<file path="config.mk">
export PLATFORM = sky130hd
export DESIGN_NAME = mem_port_arbiter_flat
export DESIGN_NICKNAME = d
export VERILOG_FILES = /design/src/rtl/mem_port_arbiter_if.sv /design/src/rtl/mem_port_arbiter.sv /design/src/flat_wrapper.sv
export SDC_FILE = /design/constraint.sdc
export NUM_CORES = 1
export LEC_CHECK = 0
export ABC_CLOCK_PERIOD_IN_PS = 2000
export CAP_MARGIN = 25
export CORE_AREA = 2 2 106 108
export CTS_CLUSTER_DIAMETER = 40
export CTS_CLUSTER_SIZE = 30
export DETAILED_ROUTE_END_ITERATION = 16
export DIE_AREA = 0 0 108 110
export DONT_BUFFER_PORTS = 1
export GPL_TIMING_DRIVEN = 0
export HOLD_SLACK_MARGIN = 0.12
export PLACE_DENSITY = 0.57
export SLEW_MARGIN = 25
export SYNTH_ARGS = -nofsm -noshare
export SYNTH_HDL_FRONTEND = slang
export SYNTH_SLANG_ARGS = --single-unit
</file>
<file path="constraint.sdc">
create_clock -name clk -period 2 [get_ports clk]
set_input_delay 0.2 -clock clk [delete_from_list [all_inputs] [get_ports clk]]
set_output_delay 0.2 -clock clk [all_outputs]
set_load 0.05 [all_outputs]
</file>
<file path="src/rtl/mem_port_arbiter_if.sv">
// Bus bundle for mem_port_arbiter: fetch port, data port and memory port.
// slave = arbiter view, master = pipeline stages plus memory model view.
interface mem_port_arbiter_if;
    logic        i_valid;
    logic [31:0] i_addr;
    logic [31:0] i_rdata;
    logic [1:0]  i_status;
    logic        d_valid;
    logic        d_write;
    logic [31:0] d_addr;
    logic [31:0] d_wdata;
    logic [31:0] d_rdata;
    logic [1:0]  d_status;
    logic        mem_valid;
    logic        mem_write;
    logic [31:0] mem_addr;
    logic [31:0] mem_wdata;
    logic [31:0] mem_rdata;
    logic [1:0]  mem_status;
    logic        timeout_err;

    modport slave (
        input  i_valid, i_addr, d_valid, d_write, d_addr, d_wdata,
        input  mem_rdata, mem_status,
        output i_rdata, i_status, d_rdata, d_status,
        output mem_valid, mem_write, mem_addr, mem_wdata, timeout_err
    );

    modport master (
        output i_valid, i_addr, d_valid, d_write, d_addr, d_wdata,
        output mem_rdata, mem_status,
        input  i_rdata, i_status, d_rdata, d_status,
        input  mem_valid, mem_write, mem_addr, mem_wdata, timeout_err
    );
endinterface

</file>
<file path="src/rtl/mem_port_arbiter.sv">
// Shares one single-port memory between fetch (read) and data (read/write).
// Ports: clk, rst (sync, active-high), bus (mem_port_arbiter_if.slave).
module mem_port_arbiter #(
    parameter int MAX_D_STREAK = 4,
    parameter int TIMEOUT      = 64
) (
    input  logic               clk,
    input  logic               rst,
    mem_port_arbiter_if.slave  bus
);
    localparam int SW = $clog2(MAX_D_STREAK + 1);
    localparam int WW = $clog2(TIMEOUT + 1);
    localparam logic [SW-1:0] STREAK_MAX = SW'(MAX_D_STREAK);
    // Watchdog holds grant cycles already elapsed, so the
    // TIMEOUT-th grant cycle is the one where it equals TIMEOUT-1.
    localparam logic [WW-1:0] WD_LAST = WW'(TIMEOUT - 1);

    typedef enum logic [1:0] {
        IDLE,
        GRANT_I,
        GRANT_D
    } state_t;

    state_t        r_state;
    logic [SW-1:0] r_streak;
    logic [WW-1:0] r_wdog;
    logic          r_mem_valid;
    logic          r_mem_write;
    logic [31:0]   r_mem_addr;
    logic [31:0]   r_mem_wdata;

    logic          w_busy;
    logic          w_done;
    logic          w_tmo;
    logic          w_take_d;
    logic          w_take_i;
    logic [1:0]    w_gstat;

    assign w_busy   = (r_state != IDLE);
    assign w_done   = w_busy && (bus.mem_status == 2'b10);
    // Completion beats a timeout landing on the same cycle.
    assign w_tmo    = w_busy && !w_done && (r_wdog == WD_LAST);
    assign w_take_d = bus.d_valid &&
                      ((r_streak < STREAK_MAX) || !bus.i_valid);
    assign w_take_i = !w_take_d && bus.i_valid;
    assign w_gstat  = w_done ? 2'b10 : (w_tmo ? 2'b11 : 2'b01);

    always_ff @(posedge clk) begin
        if (rst) begin
            r_state     <= IDLE;
            r_streak    <= '0;
            r_wdog      <= '0;
            r_mem_valid <= 1'b0;
            r_mem_write <= 1'b0;
            r_mem_addr  <= '0;
            r_mem_wdata <= '0;
        end else begin
            unique case (r_state)
                IDLE: begin
                    if (!bus.i_valid) r_streak <= '0;
                    if (w_take_d) begin
                        r_state     <= GRANT_D;
                        r_wdog      <= '0;
                        r_mem_valid <= 1'b1;
                        r_mem_write <= bus.d_write;
                        r_mem_addr  <= bus.d_addr;
                        r_mem_wdata <= bus.d_wdata;
                        if (bus.i_valid && (r_streak != STREAK_MAX))
                            r_streak <= r_streak + SW'(1);
                    end else if (w_take_i) begin
                        r_state     <= GRANT_I;
                        r_wdog      <= '0;
                        r_streak    <= '0;
                        r_mem_valid <= 1'b1;
                        r_mem_write <= 1'b0;
                        r_mem_addr  <= bus.i_addr;
                    end
                end
                GRANT_I, GRANT_D: begin
                    if (w_done || w_tmo) begin
                        r_state     <= IDLE;
                        r_mem_valid <= 1'b0;
                        r_mem_write <= 1'b0;
                    end else begin
                        r_wdog <= r_wdog + WW'(1);
                    end
                end
                default: r_state <= IDLE;
            endcase
        end
    end

    assign bus.mem_valid   = r_mem_valid;
    assign bus.mem_write   = r_mem_write;
    assign bus.mem_addr    = r_mem_addr;
    assign bus.mem_wdata   = r_mem_wdata;
    assign bus.timeout_err = w_tmo && !rst;

    // Status and read data are combinational so the done cycle of the
    // memory is visible to the requester in the same cycle.
    always_comb begin
        bus.i_status = 2'b00;
        bus.d_status = 2'b00;
        bus.i_rdata  = '0;
        bus.d_rdata  = '0;
        if (!rst) begin
            if (r_state == GRANT_I) bus.i_status = w_gstat;
            else if (bus.i_valid)   bus.i_status = 2'b01;
            if (r_state == GRANT_D) bus.d_status = w_gstat;
            else if (bus.d_valid)   bus.d_status = 2'b01;
            if (r_state == GRANT_I && w_done) bus.i_rdata = bus.mem_rdata;
            if (r_state == GRANT_D && w_done) bus.d_rdata = bus.mem_rdata;
        end
    end
endmodule
</file>
<file path="src/flat_wrapper.sv">
// flat-port wrapper written by rule: the top's interface ports become plain ports
module mem_port_arbiter_flat 
#(
    parameter int MAX_D_STREAK = 4,
    parameter int TIMEOUT      = 64
)
  (clk, rst, bus_i_valid, bus_i_addr, bus_d_valid, bus_d_write, bus_d_addr, bus_d_wdata, bus_mem_rdata, bus_mem_status, bus_i_rdata, bus_i_status, bus_d_rdata, bus_d_status, bus_mem_valid, bus_mem_write, bus_mem_addr, bus_mem_wdata, bus_timeout_err);
  mem_port_arbiter_if bus_i ();
  input  logic clk;
  input  logic rst;
  input wire logic [$bits(bus_i.i_valid)-1:0] bus_i_valid;
  input wire logic [$bits(bus_i.i_addr)-1:0] bus_i_addr;
  input wire logic [$bits(bus_i.d_valid)-1:0] bus_d_valid;
  input wire logic [$bits(bus_i.d_write)-1:0] bus_d_write;
  input wire logic [$bits(bus_i.d_addr)-1:0] bus_d_addr;
  input wire logic [$bits(bus_i.d_wdata)-1:0] bus_d_wdata;
  input wire logic [$bits(bus_i.mem_rdata)-1:0] bus_mem_rdata;
  input wire logic [$bits(bus_i.mem_status)-1:0] bus_mem_status;
  output wire logic [$bits(bus_i.i_rdata)-1:0] bus_i_rdata;
  output wire logic [$bits(bus_i.i_status)-1:0] bus_i_status;
  output wire logic [$bits(bus_i.d_rdata)-1:0] bus_d_rdata;
  output wire logic [$bits(bus_i.d_status)-1:0] bus_d_status;
  output wire logic [$bits(bus_i.mem_valid)-1:0] bus_mem_valid;
  output wire logic [$bits(bus_i.mem_write)-1:0] bus_mem_write;
  output wire logic [$bits(bus_i.mem_addr)-1:0] bus_mem_addr;
  output wire logic [$bits(bus_i.mem_wdata)-1:0] bus_mem_wdata;
  output wire logic [$bits(bus_i.timeout_err)-1:0] bus_timeout_err;
  assign bus_i.i_valid = bus_i_valid;
  assign bus_i.i_addr = bus_i_addr;
  assign bus_i.d_valid = bus_d_valid;
  assign bus_i.d_write = bus_d_write;
  assign bus_i.d_addr = bus_d_addr;
  assign bus_i.d_wdata = bus_d_wdata;
  assign bus_i.mem_rdata = bus_mem_rdata;
  assign bus_i.mem_status = bus_mem_status;
  assign bus_i_rdata = bus_i.i_rdata;
  assign bus_i_status = bus_i.i_status;
  assign bus_d_rdata = bus_i.d_rdata;
  assign bus_d_status = bus_i.d_status;
  assign bus_mem_valid = bus_i.mem_valid;
  assign bus_mem_write = bus_i.mem_write;
  assign bus_mem_addr = bus_i.mem_addr;
  assign bus_mem_wdata = bus_i.mem_wdata;
  assign bus_timeout_err = bus_i.timeout_err;
  mem_port_arbiter #(.MAX_D_STREAK(MAX_D_STREAK), .TIMEOUT(TIMEOUT)) u_core (.clk(clk), .rst(rst), .bus(bus_i));
endmodule
</file>
# After elaboration in Yosys (flattened, before gate mapping)
# Cells that the tools add are included.
# word_totals
output_inout_bits	135
latchBits	0
reg_bits	78
memories	0
ram_bits	0
mem_bits_ro	0
wordCells	76
input_bits	135
# op_classes
reduce_logical	25
shift	0
n_div	0
magnitude_cmp	1
muxes	33
n_eq_ne	8
bitwise	0
mul	0
addsub	2
# op_table
operator	n
32-bit 2-to-1 mux	6
7-bit 2-to-1 mux	3
2-bit 2-to-1 mux	9
7-bit case mux with 2 select lines	1
3-bit 2-to-1 mux	4
1-bit logical AND	9
7-bit by 1-bit adder with 7-bit output (second input constant)	1
7-bit by 6-bit == test with 1-bit output (second input constant)	1
1-bit 2-to-1 mux	7
2-bit AND reduction	3
3-bit AND reduction	2
2-bit nonzero test	3
2-bit == test (second input constant)	2
1-bit zero test	4
1-bit case mux with 2 select lines	2
2-bit case mux with 2 select lines	1
3-bit by 1-bit adder with 3-bit output (second input constant)	1
3-bit < comparator (second input constant)	1
3-bit by 1-bit inequality test with 1-bit output (second input constant)	1
3-bit inequality test (second input constant)	1
2-bit by 1-bit == test with 1-bit output (second input constant)	1
2-bit zero test	1
1-bit logical OR	2
2-bit by 1-bit inequality test with 1-bit output (second input constant)	1
other kinds (2)	2

# Depth between registers and ports, before layout
# Gate-level depths: netlist (run 1).
# depth
word_depth	9
mapped_depth	7
mapped_depth_nobuf	6

# Least setup slack after synthesis (run 1)
# OpenSTA, ideal clock, no wires.
# synth_path
path_kind	reg2out
from	reg u_core.r_state[0]
to	out bus_d_status[1]
arrival_ns	2.298
path_stages_with_launch	6
path_buffers	0
t_required_ns	1.800
slack_ns	-0.498
path_cell_list	dfxtp_1 -> inv_1 -> ha_1 -> nor3b_2 -> a21oi_2 -> nor3b_1
# synth_via
elab_chain_cells	9
elab_cells_between_ends	10
classes_between	eq/ne (1); mux (4); reduce/logical (5)
# synth_lines
element	line	rtl
from (decl)	mem_port_arbiter.sv:24	state_t r_state;
from (signal assigned)	mem_port_arbiter.sv:50	r_state <= IDLE;
from (signal assigned)	mem_port_arbiter.sv:62	r_state <= GRANT_D;
from (signal assigned)	mem_port_arbiter.sv:71	r_state <= GRANT_I;
2-bit nonzero test	mem_port_arbiter.sv:39	assign w_busy = (r_state != IDLE);
1-bit logical AND	mem_port_arbiter.sv:40	assign w_done = w_busy && (bus.mem_status == 2'b10);
1-bit zero test	mem_port_arbiter.sv:42	assign w_tmo = w_busy && !w_done && (r_wdog == WD_LAST);
1-bit logical AND (2 in series)	mem_port_arbiter.sv:42	
2-bit 2-to-1 mux (2 in series)	mem_port_arbiter.sv:46	assign w_gstat = w_done ? 2'b10 : (w_tmo ? 2'b11 : 2'b01);
2-bit 2-to-1 mux (*)	mem_port_arbiter.sv:109	if (r_state == GRANT_D) bus.d_status = w_gstat;
2-bit 2-to-1 mux (*)	mem_port_arbiter.sv:106	if (!rst) begin
to (decl)	flat_wrapper.sv:22	output wire logic [$bits(bus_i.d_status)-1:0] bus_d_status;
# Mark *: on every way between the ends. The rest lies on a longest branch, timed or not.

# Worst setup path in the final report (run 1)
# layout_path
from	reg u_core.r_state[1]
to	out bus_i_status[1]
# layout_via
elab_chain_cells	9
elab_cells_between_ends	10
classes_between	eq/ne (1); mux (4); reduce/logical (5)
# layout_lines
element	line	rtl
2-bit nonzero test	mem_port_arbiter.sv:39	
1-bit logical AND	mem_port_arbiter.sv:40	
1-bit zero test	mem_port_arbiter.sv:42	
1-bit logical AND (2 in series)	mem_port_arbiter.sv:42	
2-bit 2-to-1 mux (2 in series)	mem_port_arbiter.sv:46	
2-bit 2-to-1 mux (*)	mem_port_arbiter.sv:107	if (r_state == GRANT_I) bus.i_status = w_gstat;
2-bit 2-to-1 mux (*)	mem_port_arbiter.sv:106	
to (decl)	flat_wrapper.sv:20	output wire logic [$bits(bus_i.i_status)-1:0] bus_i_status;
# Marked as above.

==> results of run 1 <==
-- power by group through the flow --
stage                     logic, W  registers (W)  clock network [W]
final                      0.00152        0.00271            0.00117
after global routing       0.00166        0.00273            0.00125
after CTS                  0.00138        0.00271            0.00120
after detailed placement   0.00109        0.00274                  0
after global placement     0.00106        0.00274                  0
after floorplan           0.000880        0.00268                  0
-- Yosys cell counts (2+ instances only) --
master | n | area (µm²)
a211oi_1 | 36 | 270
a21oi_1 | 38 | 190
a31oi_1 | 3 | 18.8
and2_1 | 3 | 18.8
and3_1 | 3 | 18.8
buf_2 | 2 | 10.0
buf_4 | 5 | 37.5
buf_6 | 3 | 33.8
clkbuf_1 | 27 | 101
dfxtp_1 | 78 | 1560
ha_1 | 7 | 87.6
inv_1 | 6 | 22.5
mux2i_1 | 32 | 320
nand2_1 | 72 | 270
nand2b_1 | 37 | 231
nand3_1 | 6 | 30.0
nand4_1 | 4 | 25.0
nor2_1 | 105 | 394
nor2b_1 | 2 | 12.5
nor3_1 | 3 | 15.0
nor3b_1 | 2 | 15.0
o21ai_0 | 6 | 30.0
or3_1 | 2 | 12.5
-- metal layers --
layer | part of all wire (%) | GRT usage (%) | up-vias
met5 | 0 | 0 | -
met4 | 2.8 | 9.52 | 0
met3 | 8.0 | 6.29 | 30
met2 | 53 | 41.7 | 209
met1 | 36 | 22.8 | 1938
li1 | - | - | 1973
-- flip-flops by register name, summed over array words and instances, names as in the netlist --
register,cells
u_core.r_state,2
u_core.bus.mem_valid,1
u_core.bus.mem_addr,32
u_core.r_wdog,7
u_core.r_streak,3
u_core.bus.mem_wdata,32
u_core.bus.mem_write,1
-- critical path, delay by kind of cell (launching register included) --
kind / cells / cell delay (ps)
flops: 1 / 340
simple gates: 2 / 880
compound gates: 1 / 100
buf+inv: 2 / 170
fa+ha+maj: 1 / 170
-- worst min path at each step --
stage / startpoint / endpoint / depth (start not counted)
2_1_floorplan: bus_d_wdata[13] / u_core.bus.mem_wdata[13] / 2
3_3_place_gp: bus_d_wdata[8] / u_core.bus.mem_wdata[8] / 2
3_5_place_dp: bus_d_wdata[24] / u_core.bus.mem_wdata[24] / 2
4_1_cts: bus_d_addr[3] / u_core.bus.mem_addr[3] / 2
5_1_grt: bus_d_addr[3] / u_core.bus.mem_addr[3] / 2
6_report: bus_d_addr[3] / u_core.bus.mem_addr[3] / 2
-- area by class of cell --
type,count,area share [%]
multi-input cells,383,44.8
clock buffers,9,1.97
well taps,140,2.79
repair buffers,116,19.0
clock inverters,6,0.996
flip-flops and latches,78,24.9
plain buffers,38,5.18
inverters,6,0.359
-- repair_timing --
action | 4_1_cts | 5_1_grt
pin swaps | 39 | 19
resized for setup | 34 | 35
hold endpoints to repair | 67 | 0
buffers inserted | 9 | 6
hold buffers | 95 | 0
gates cloned | 3 | 3
setup endpoints to repair | 86 | 125
-- cell families (layout without fill, tap and decap cells) --
logic type / after synthesis / after routing
DFF: 78 / 78
adders and majority gates: 7 / 7
and+or+nand+nor: 249 / 249
AOI/OAI and AO/OA: 94 / 94
buffers and inverters: 44 / 175
muxes: 33 / 33
-- stage by stage --
step	total power (W)	worst slack (ps)	TNS (ps)	hold slack (ps)	utilization, %
finish	0.00540	-210	-4370	169	58.7
global placement	0.00380	-712	-17860	340	43.1
floorplan	0.00356	-169	-359	336	-
global route	0.00564	-258	-9160	157	58.7
CTS	0.00529	-311	-18120	121	56.5
detailed placement	0.00384	-389	-23940	343	43.2
==> impl_metrics.py, run 1 <==
metrics = {
    "outcome": {
        "status": "finished with violations",
        "violations": "negative setup slack",
    },
    "detailed_routing": {
        "drc_errors": 0,
        "post_drt_wl_per_cell_um": 18.2,
        "ant_nets": 0,
        "viasPerCell": 5.35,
        "dr.pass1.iters": 4,
        "wl_um": 14100,
        "vias": 4150,
        "drt-initial-drc-count": 163,
    },
    "place": {
        "numPortBuffers": 0,
        "dpl_cell_area_um2": 4620,
        "place_congestion": 0.853,
        "placed_cells": 645,
        "dp_hpwl_um": 9210,
    },
    "floorplanning": {
        "initial_core_util_pct": 36.8,
        "rows": 38,
        "die_area_um2": 11900,
        "io-pin-count": 270,
        "die_h_um": 110,
        "core_area_um2": 10700,
        "die_w_um": 108,
    },
    "clock_tree": {
        "clock_latency_ps": 350,
        "clk_pin_slew_ps": 80,
        "cts_root_buf": "clkbuf_8",
        "cts_tree": "done",
        "clock-sinks": 78,
        "clock_path_buffers": 2,
        "cts_buffers": 9,
        "h-tree-depth": 3,
    },
    "layout": {
        "fill_cells": 916,
        "multi_input_area_um2": 2820,
        "area_growth_pct": 59.4,
        "fin_nets": 774,
        "seqCellArea_um2": 1560,
        "diodes": 0,
        "final_cell_mix": "95 x dlygate4sd3_1, 76 x dfxtp_1, 70 x nand2_1",
        "stdcell_area_um2": 6280,
        "instances_no_fill": 776,
        "drive_gt1_share_pct": 23.6,
        "final_common_cell": "dlygate4sd3_1",
    },
    "setup_path": {
        "worstPathArrival_ps": 2010,
        "reg2reg_from": "u_core.r_state[1]",
        "cp_slowest_stage_delay_ps": 530,
        "worstSetupEndpoint": "bus_i_status[1]",
        "reg2reg_slack_ps": 100,
        "critPathKind": "flip-flop to primary output",
        "crit_start": "u_core.r_state[1]",
        "slowest_stage": "nor3b_4",
        "reg2reg_depth": 8,
        "start_kind": "flip-flop",
        "path_cells": "inv_2 -> ha_4 -> buf_6 -> and4bb_2 -> a21oi_4 -> nor3b_4",
        "endpoint_kind": "primary output",
        "crit_required_ps": 1800,
        "critPathMaxFanout": 3,
        "r2r_end": "u_core.bus.mem_addr[20]",
    },
    "logic_synthesis": {
        "synth_top_family_by_area": "simple AND/OR/NAND/NOR gates",
        "synth_ff_type": "dfxtp_1",
        "yosysWarnings": 0,
        "synth_edf_count": 0,
        "muxShareOfSynthArea_pct": 8.42,
        "ys_ff_latch": 78,
        "ys_types": 46,
        "syn_inst": 505,
        "syn_nets": 647,
        "seq_area_frac_synth_pct": 39.6,
        "synthArstFlopShare_pct": 0,
        "synth_fa_ha_area_share_pct": 2.22,
        "synth_compound_area_share_pct": 15.4,
        "synth_area_um2": 3940,
        "synthXorXnorAreaFrac_pct": 0,
        "syn_avg_cell_area_um2": 7.80,
        "yosys.area_share.simple_pct": 29.0,
    },
    "grt": {
        "antenna_found_initial": 0,
        "grt_max_degree": 14,
        "grt_pass1_vias": 4070,
        "grt_pass1_wl_um": 20400,
        "grt_usage_pct": 22.1,
        "grt_overflow": 0,
    },
    "pwr": {
        "p_per_area_nw_per_um2": 860,
        "swShare_pct": 44.1,
        "p_sw_w": 0.00238,
        "power_frac_clock_pct": 21.6,
        "internal-power_w": 0.00302,
        "ir_worst_vdd_uv": 541,
        "power_frac_comb_pct": 28.2,
        "power_leakage_nw": 2.29,
        "seqPwrFrac_pct": 50.2,
    },
    "sta": {
        "slew_viol_final": 0,
        "fin_ws_ps": -210,
        "worst_pin_slew_ps": 744,
        "finalSetupViolCount": 66,
        "finalCriticalPeriod_ps": 2210,
        "period_share_pct": 110,
        "skew_ps": 8.77,
        "max_freq_ghz": 0.453,
        "finalHoldViolCount": 0,
        "relSlewSlack_pct": 50.4,
        "rsz0062_at_grt": "yes",
    },
    "flow_run": {
        "drv_cap": 0,
    },
    "worst_hold_path": {
        "hp-class": "primary input to flip-flop",
    },
}
Note: power is estimated with default switching activity, not from simulation.
==> run 2, diff against run 1 <==
--- a/config.mk
+++ b/config.mk
@@ -8,7 +8,6 @@
 export ABC_CLOCK_PERIOD_IN_PS = 2000
 export CAP_MARGIN = 25
 export CORE_AREA = 2 2 106 108
-export CTS_CLUSTER_DIAMETER = 40
 export CTS_CLUSTER_SIZE = 30
 export DETAILED_ROUTE_END_ITERATION = 16
 export DIE_AREA = 0 0 108 110
==> results of run 2 <==
Same layout as run 1: the final DEF is identical, and so are final timing and power.
==> patch 1: new RTL, config.mk and constraints of run 1 <==
`MAX_D_STREAK` is set to 4 in 2 places; all go to 8.
--- a/src/rtl/mem_port_arbiter.sv
+++ b/src/rtl/mem_port_arbiter.sv
@@ -2,5 +2,5 @@
 // Ports: clk, rst (sync, active-high), bus (mem_port_arbiter_if.slave).
 module mem_port_arbiter #(
-    parameter int MAX_D_STREAK = 4,
+    parameter int MAX_D_STREAK = 8,
     parameter int TIMEOUT      = 64
 ) (
--- a/src/flat_wrapper.sv
+++ b/src/flat_wrapper.sv
@@ -2,5 +2,5 @@
 module mem_port_arbiter_flat 
 #(
-    parameter int MAX_D_STREAK = 4,
+    parameter int MAX_D_STREAK = 8,
     parameter int TIMEOUT      = 64
 )
Check against the original RTL: no difference found for any inputs over 4 cycles, from zero or initial values and one cycle with rst high; that may be too few to reach the edited logic, so the function may still have changed.
==> patch 1 against run 1 <==
  * Cell area decreased by 4.8%
  * Synthesized cell count increased by 0.20%
  * Largest cell class unchanged
  * Core utilization decreased by 2.8 points
  * Worst setup slack gained 100 ps
  * Wire length fell by 1.0%
  * Area after synthesis increased by 2.2%
  * Power fell by 0.28%
  * Sequential cell count is 1 higher
  * The flow still finishes with violations (negative setup slack)
==> patch 1: results (changes against run 1) <==
[setup_path]
rr_worst_depth=6  ; -2
cpPeakStageDelay_ps=340  ; -190 ps
arrival_ps=1910  ; -100 ps
rr_startpoint=u_core.r_streak[3]
cp-endpoint=bus_i_rdata[20]

[grt]
grt_usage_pct=22.09  ; about the same
grt_pass1_vias=3979  ; -2.2%
grt_util_met3_pct=5.585  ; -0.71 points
grt_util_met1_pct=22.05  ; -0.73 points
grt_start_max_net_pins=16  ; +2
grt_pass1_wl_um=20190  ; -0.98%

[timing]
post-route-worst-setup-slack_ps=-109.9  ; +99.83 ps
skew_ps=7.447  ; -1.321 ps
worst_slew_pin_slew_ps=727.6  ; -16.77 ps
finalSetupViolCount=65  ; -1.5%

[placement]
hpwl_um=9555  ; +3.7%

[power]
p_leak_nw=2.183  ; -4.9%
p_clk_share_pct=22.7  ; +1.1 points
p_sw_w=0.002396  ; +0.71%
powerClk_w=0.00122  ; +4%

[routing]
wl_met1_um=4877  ; -3.7%
drt-vias-per-instance=5.438  ; +1.7%
wl_um=13950  ; -1.0%
wl_per_cell_um=18.52  ; +2.0%

[run_status]
outcome=finished with violations
violations=negative setup slack

[layout]
multi_input_cells=380  ; -0.78%
inv_count=7  ; +1
final_layout_size_suffix_gt1_share_pct=24.14  ; +0.56 points
clock_cell_area_share_pct=3.391  ; +0.42 points

[min_path]
min_from=bus_d_addr[2]
min_to=u_core.bus.mem_addr[2]

[synth]
syn_avg_cell_area_um2=7.952  ; +2.0%

-- patch 1: cell count changes in the layout (fill, tap and decap cells not counted), moves of 4 or more --
cell / delta
nand2_1: +33
nand2b_1: -33
dlygate4sd3_1: -15
a211oi_1: -8
a211oi_2: +8
clkbuf_2: -6
buf_4: -5
clkbuf_1: +4
nor2_1: -4
-- patch 1: repair_timing --
item | CTS | global route
gates resized for setup | 29 | 17
hold buffers | 79 | 1
gates cloned | 0 | 3
buffers inserted | 8 | 1
setup endpoints to repair | 70 | 94
hold endpoints to repair | 58 | 1
pin swaps | 14 | 15
-- patch 1: kinds of logic after synthesis --
group                      count (synthesis)  share of synthesized area [%]
buffers and inverters                     47                          6.716
DFF                                       79                          39.30
adders and majority gates                  7                          2.177
and+or+nand+nor                          243                          26.00
muxes                                     34                          8.520
AOI/OAI and AO/OA                         96                          17.29
==> patch 2: new RTL, config.mk and constraints of run 1 <==
Made on the original files. Re-encode `state_t` (3 states) as one-hot, 3 bits wide.
--- a/src/rtl/mem_port_arbiter.sv
+++ b/src/rtl/mem_port_arbiter.sv
@@ -16,8 +16,8 @@
     localparam logic [WW-1:0] WD_LAST = WW'(TIMEOUT - 1);
 
-    typedef enum logic [1:0] {
-        IDLE,
-        GRANT_I,
-        GRANT_D
+    typedef enum logic [2:0] {
+        IDLE    = 3'b001,
+        GRANT_I = 3'b010,
+        GRANT_D = 3'b100
     } state_t;
 
Formal check against the unedited RTL: no difference found for any inputs over 4 cycles, from zero or initial values and one cycle with rst high; so few cycles prove little.
==> patch 2 against run 1 <==
  * The run still ends with negative setup slack left
  * Largest power group unchanged
  * Worst setup slack better by 1.6 ps
  * Cell area down 5.3%
  * Sequential cell count up 1
  * Hold slack worse by 51 ps
  * Cell count down 5.0%
  * Wire length down 1.7%
  * Fmax about the same
  * Critical path depth down 1
  * Power down 14%
  * Area after synthesis down 0.25%
==> patch 2: results (changes against run 1) <==
[cts]
cts_buffers=9  ; unchanged
worstSkewPairLatency_ps=350  ; about the same
htree_levels=3  ; unchanged
path_clk_slew_ps=90
cts_max_path_buffers=2  ; unchanged
clock-root-buffer=clkbuf_8

[timing]
skew_ps=10.73  ; +1.963 ps
post-route-worst-setup-slack_ps=-208.1  ; +1.600 ps
worst_slew_pin_slew_ps=904.5  ; +160.1 ps
finalSetupViolCount=68  ; +3.0%

[placement]
place_congestion=0.8716  ; +2.2%
place_area_um2=4155  ; -10%
hpwl_um=9220  ; about the same
dp_cells=638  ; -1.1%
portBuffers=0  ; unchanged

[setup_path]
rr_startpoint=u_core.r_state[1]
startpoint=u_core.r_state[0]
cpPeakStageDelay_ps=390  ; -140 ps
arrival_ps=2010  ; about the same
crit_slowest_cell=or3b_4
path_delay_family=simple AND/OR/NAND/NOR gates
path_max_fanout=7  ; +4

[synth]
syn_inst=498  ; -1.4%
yosys-top-cells-area=dfxtp_1, nor2_1, nand2_1
yosys-top-cells-count=nor2_1, nand2_1, dfxtp_1
synthFlopType=dfxtp_1
yosysSeqAreaShare_pct=40.25  ; +0.61 points
async_reset_ff_share_pct=0  ; unchanged
ys_warn_count=0  ; unchanged
synth_top_area_share_pct=40.25  ; +0.61 points
syn_nets=636  ; -1.7%
synth_cell_types=41  ; -11%

[grt]
grt_usage_pct=22.00  ; -0.10 points
antenna_found_initial=0  ; unchanged
grt_pass1_vias=4023  ; -1.2%
grt_use_met2_pct=42.50  ; +0.76 points
grt_util_met1_pct=22.19  ; -0.58 points
grt_util_met3_pct=4.997  ; -1.3 points
grt_start_max_net_pins=13  ; -1
grt_pass1_wl_um=20320  ; -0.34%

[routing]
drtIter0Drc=177  ; +8.6%
dr.pass1.iters=4  ; unchanged
drt-vias-per-instance=5.339  ; -0.16%
vias=3935  ; -5.2%
wl_um=13850  ; -1.7%

[min_path]
hold_path.class=in2reg
min_from=bus_d_addr[24]

[run_status]
outcome=finished with violations
violations=negative setup slack

[power]
p_sw_w=0.001784  ; -25%
peakVddDrop_v=0.0003658  ; -32%
p_leak_nw=2.128  ; -7.2%

[layout]
n_antenna_cell=0  ; unchanged
final_layout_size_suffix_gt1_share_pct=28.64  ; +5.1 points
final_nets=731  ; -5.6%
nFillCells=947  ; +3.4%

[patch 2: changes by cell type after synthesis, moves of 3 or more]
cell and delta:
a22oi_1 +4, a211oi_1 -22, o211ai_1 +3, ha_1 -4, a211oi_2 +20, nand2b_1 -34
clkbuf_1 -7, buf_2 +4, nand4_1 -4, nand2_1 +33, buf_6 +6
[patch 2: cells by family after synthesis]
kind of cell,share of synthesized area [%]
AO/OA/AOI/OAI,17.64
buffers and inverters,6.688
adder cells (fa/ha/maj),0.9555
flip-flops,40.25
XOR/XNOR,0.4459
AND/OR/NAND/NOR,25.86
multiplexers,8.153
[patch 2: cell type report]
class	instances	area, um2	area share [%]
buffer	40	332.8	5.600
clock buffer	12	135.1	2.274
clock inverter	3	68.82	1.158
inverter	5	18.77	0.3158
multi-input combinational	374	2716	45.71
sequential	79	1595	26.84
tap	140	175.2	2.947
timing repair buffer	84	900.9	15.16
[patch 2: power by group through the flow]
stage,clock (W),sequential (W),combinational (W)
after floorplan,0,0.00238,0.000620
after global placement,0,0.00242,0.000732
after detailed placement,0,0.00243,0.000759
after CTS,0.00130,0.00239,0.000931
after global routing,0.00136,0.00240,0.00106
final,0.00126,0.00238,0.000972
[patch 2: per-stage QoR]
step / util, % / hold slack [ps] / setup WS, ps / setup TNS, ps / total power, W
after detailed placement: 38.84 / 344.2 / -333.8 / -15500 / 0.003186
after CTS: 54.27 / 120.3 / -240.1 / -10230 / 0.004613
final: 55.56 / 117.7 / -208.1 / -8064 / 0.004620
after global placement: 38.84 / 339.1 / -308.1 / -13880 / 0.003156
after floorplan: - / 336.0 / -107.7 / -3230 / 0.003003
after global routing: 55.56 / 124.8 / -272.6 / -11950 / 0.004828
[patch 2: metal layers]
layer | part of all wire, % | routed length (um)
met1 | 35 | 4886
met4 | 2.6 | 360
met3 | 7.7 | 1066
met5 | 0 | 0
met2 | 54 | 7540
[patch 2: worst paths after layout]
path                                                 to  slack (ps)  depth (start not counted)
worst min-delay path            u_core.bus.mem_addr[24]         120                          2
worst max register to register     u_core.bus.mem_write         130                          6
worst min register to register         u_core.r_wdog[6]         490                          2
worst max-delay path                    bus_i_rdata[29]        -210                          5
[patch 2: timing repair]
item                                   CTS  global route
setup endpoints to repair              108           108
endpoints found under the hold margin   49             0
cloned                                   5             0
resized for setup                      169            15
buffers inserted                        11            10
pin swaps                               37            12
hold buffers                            58             0
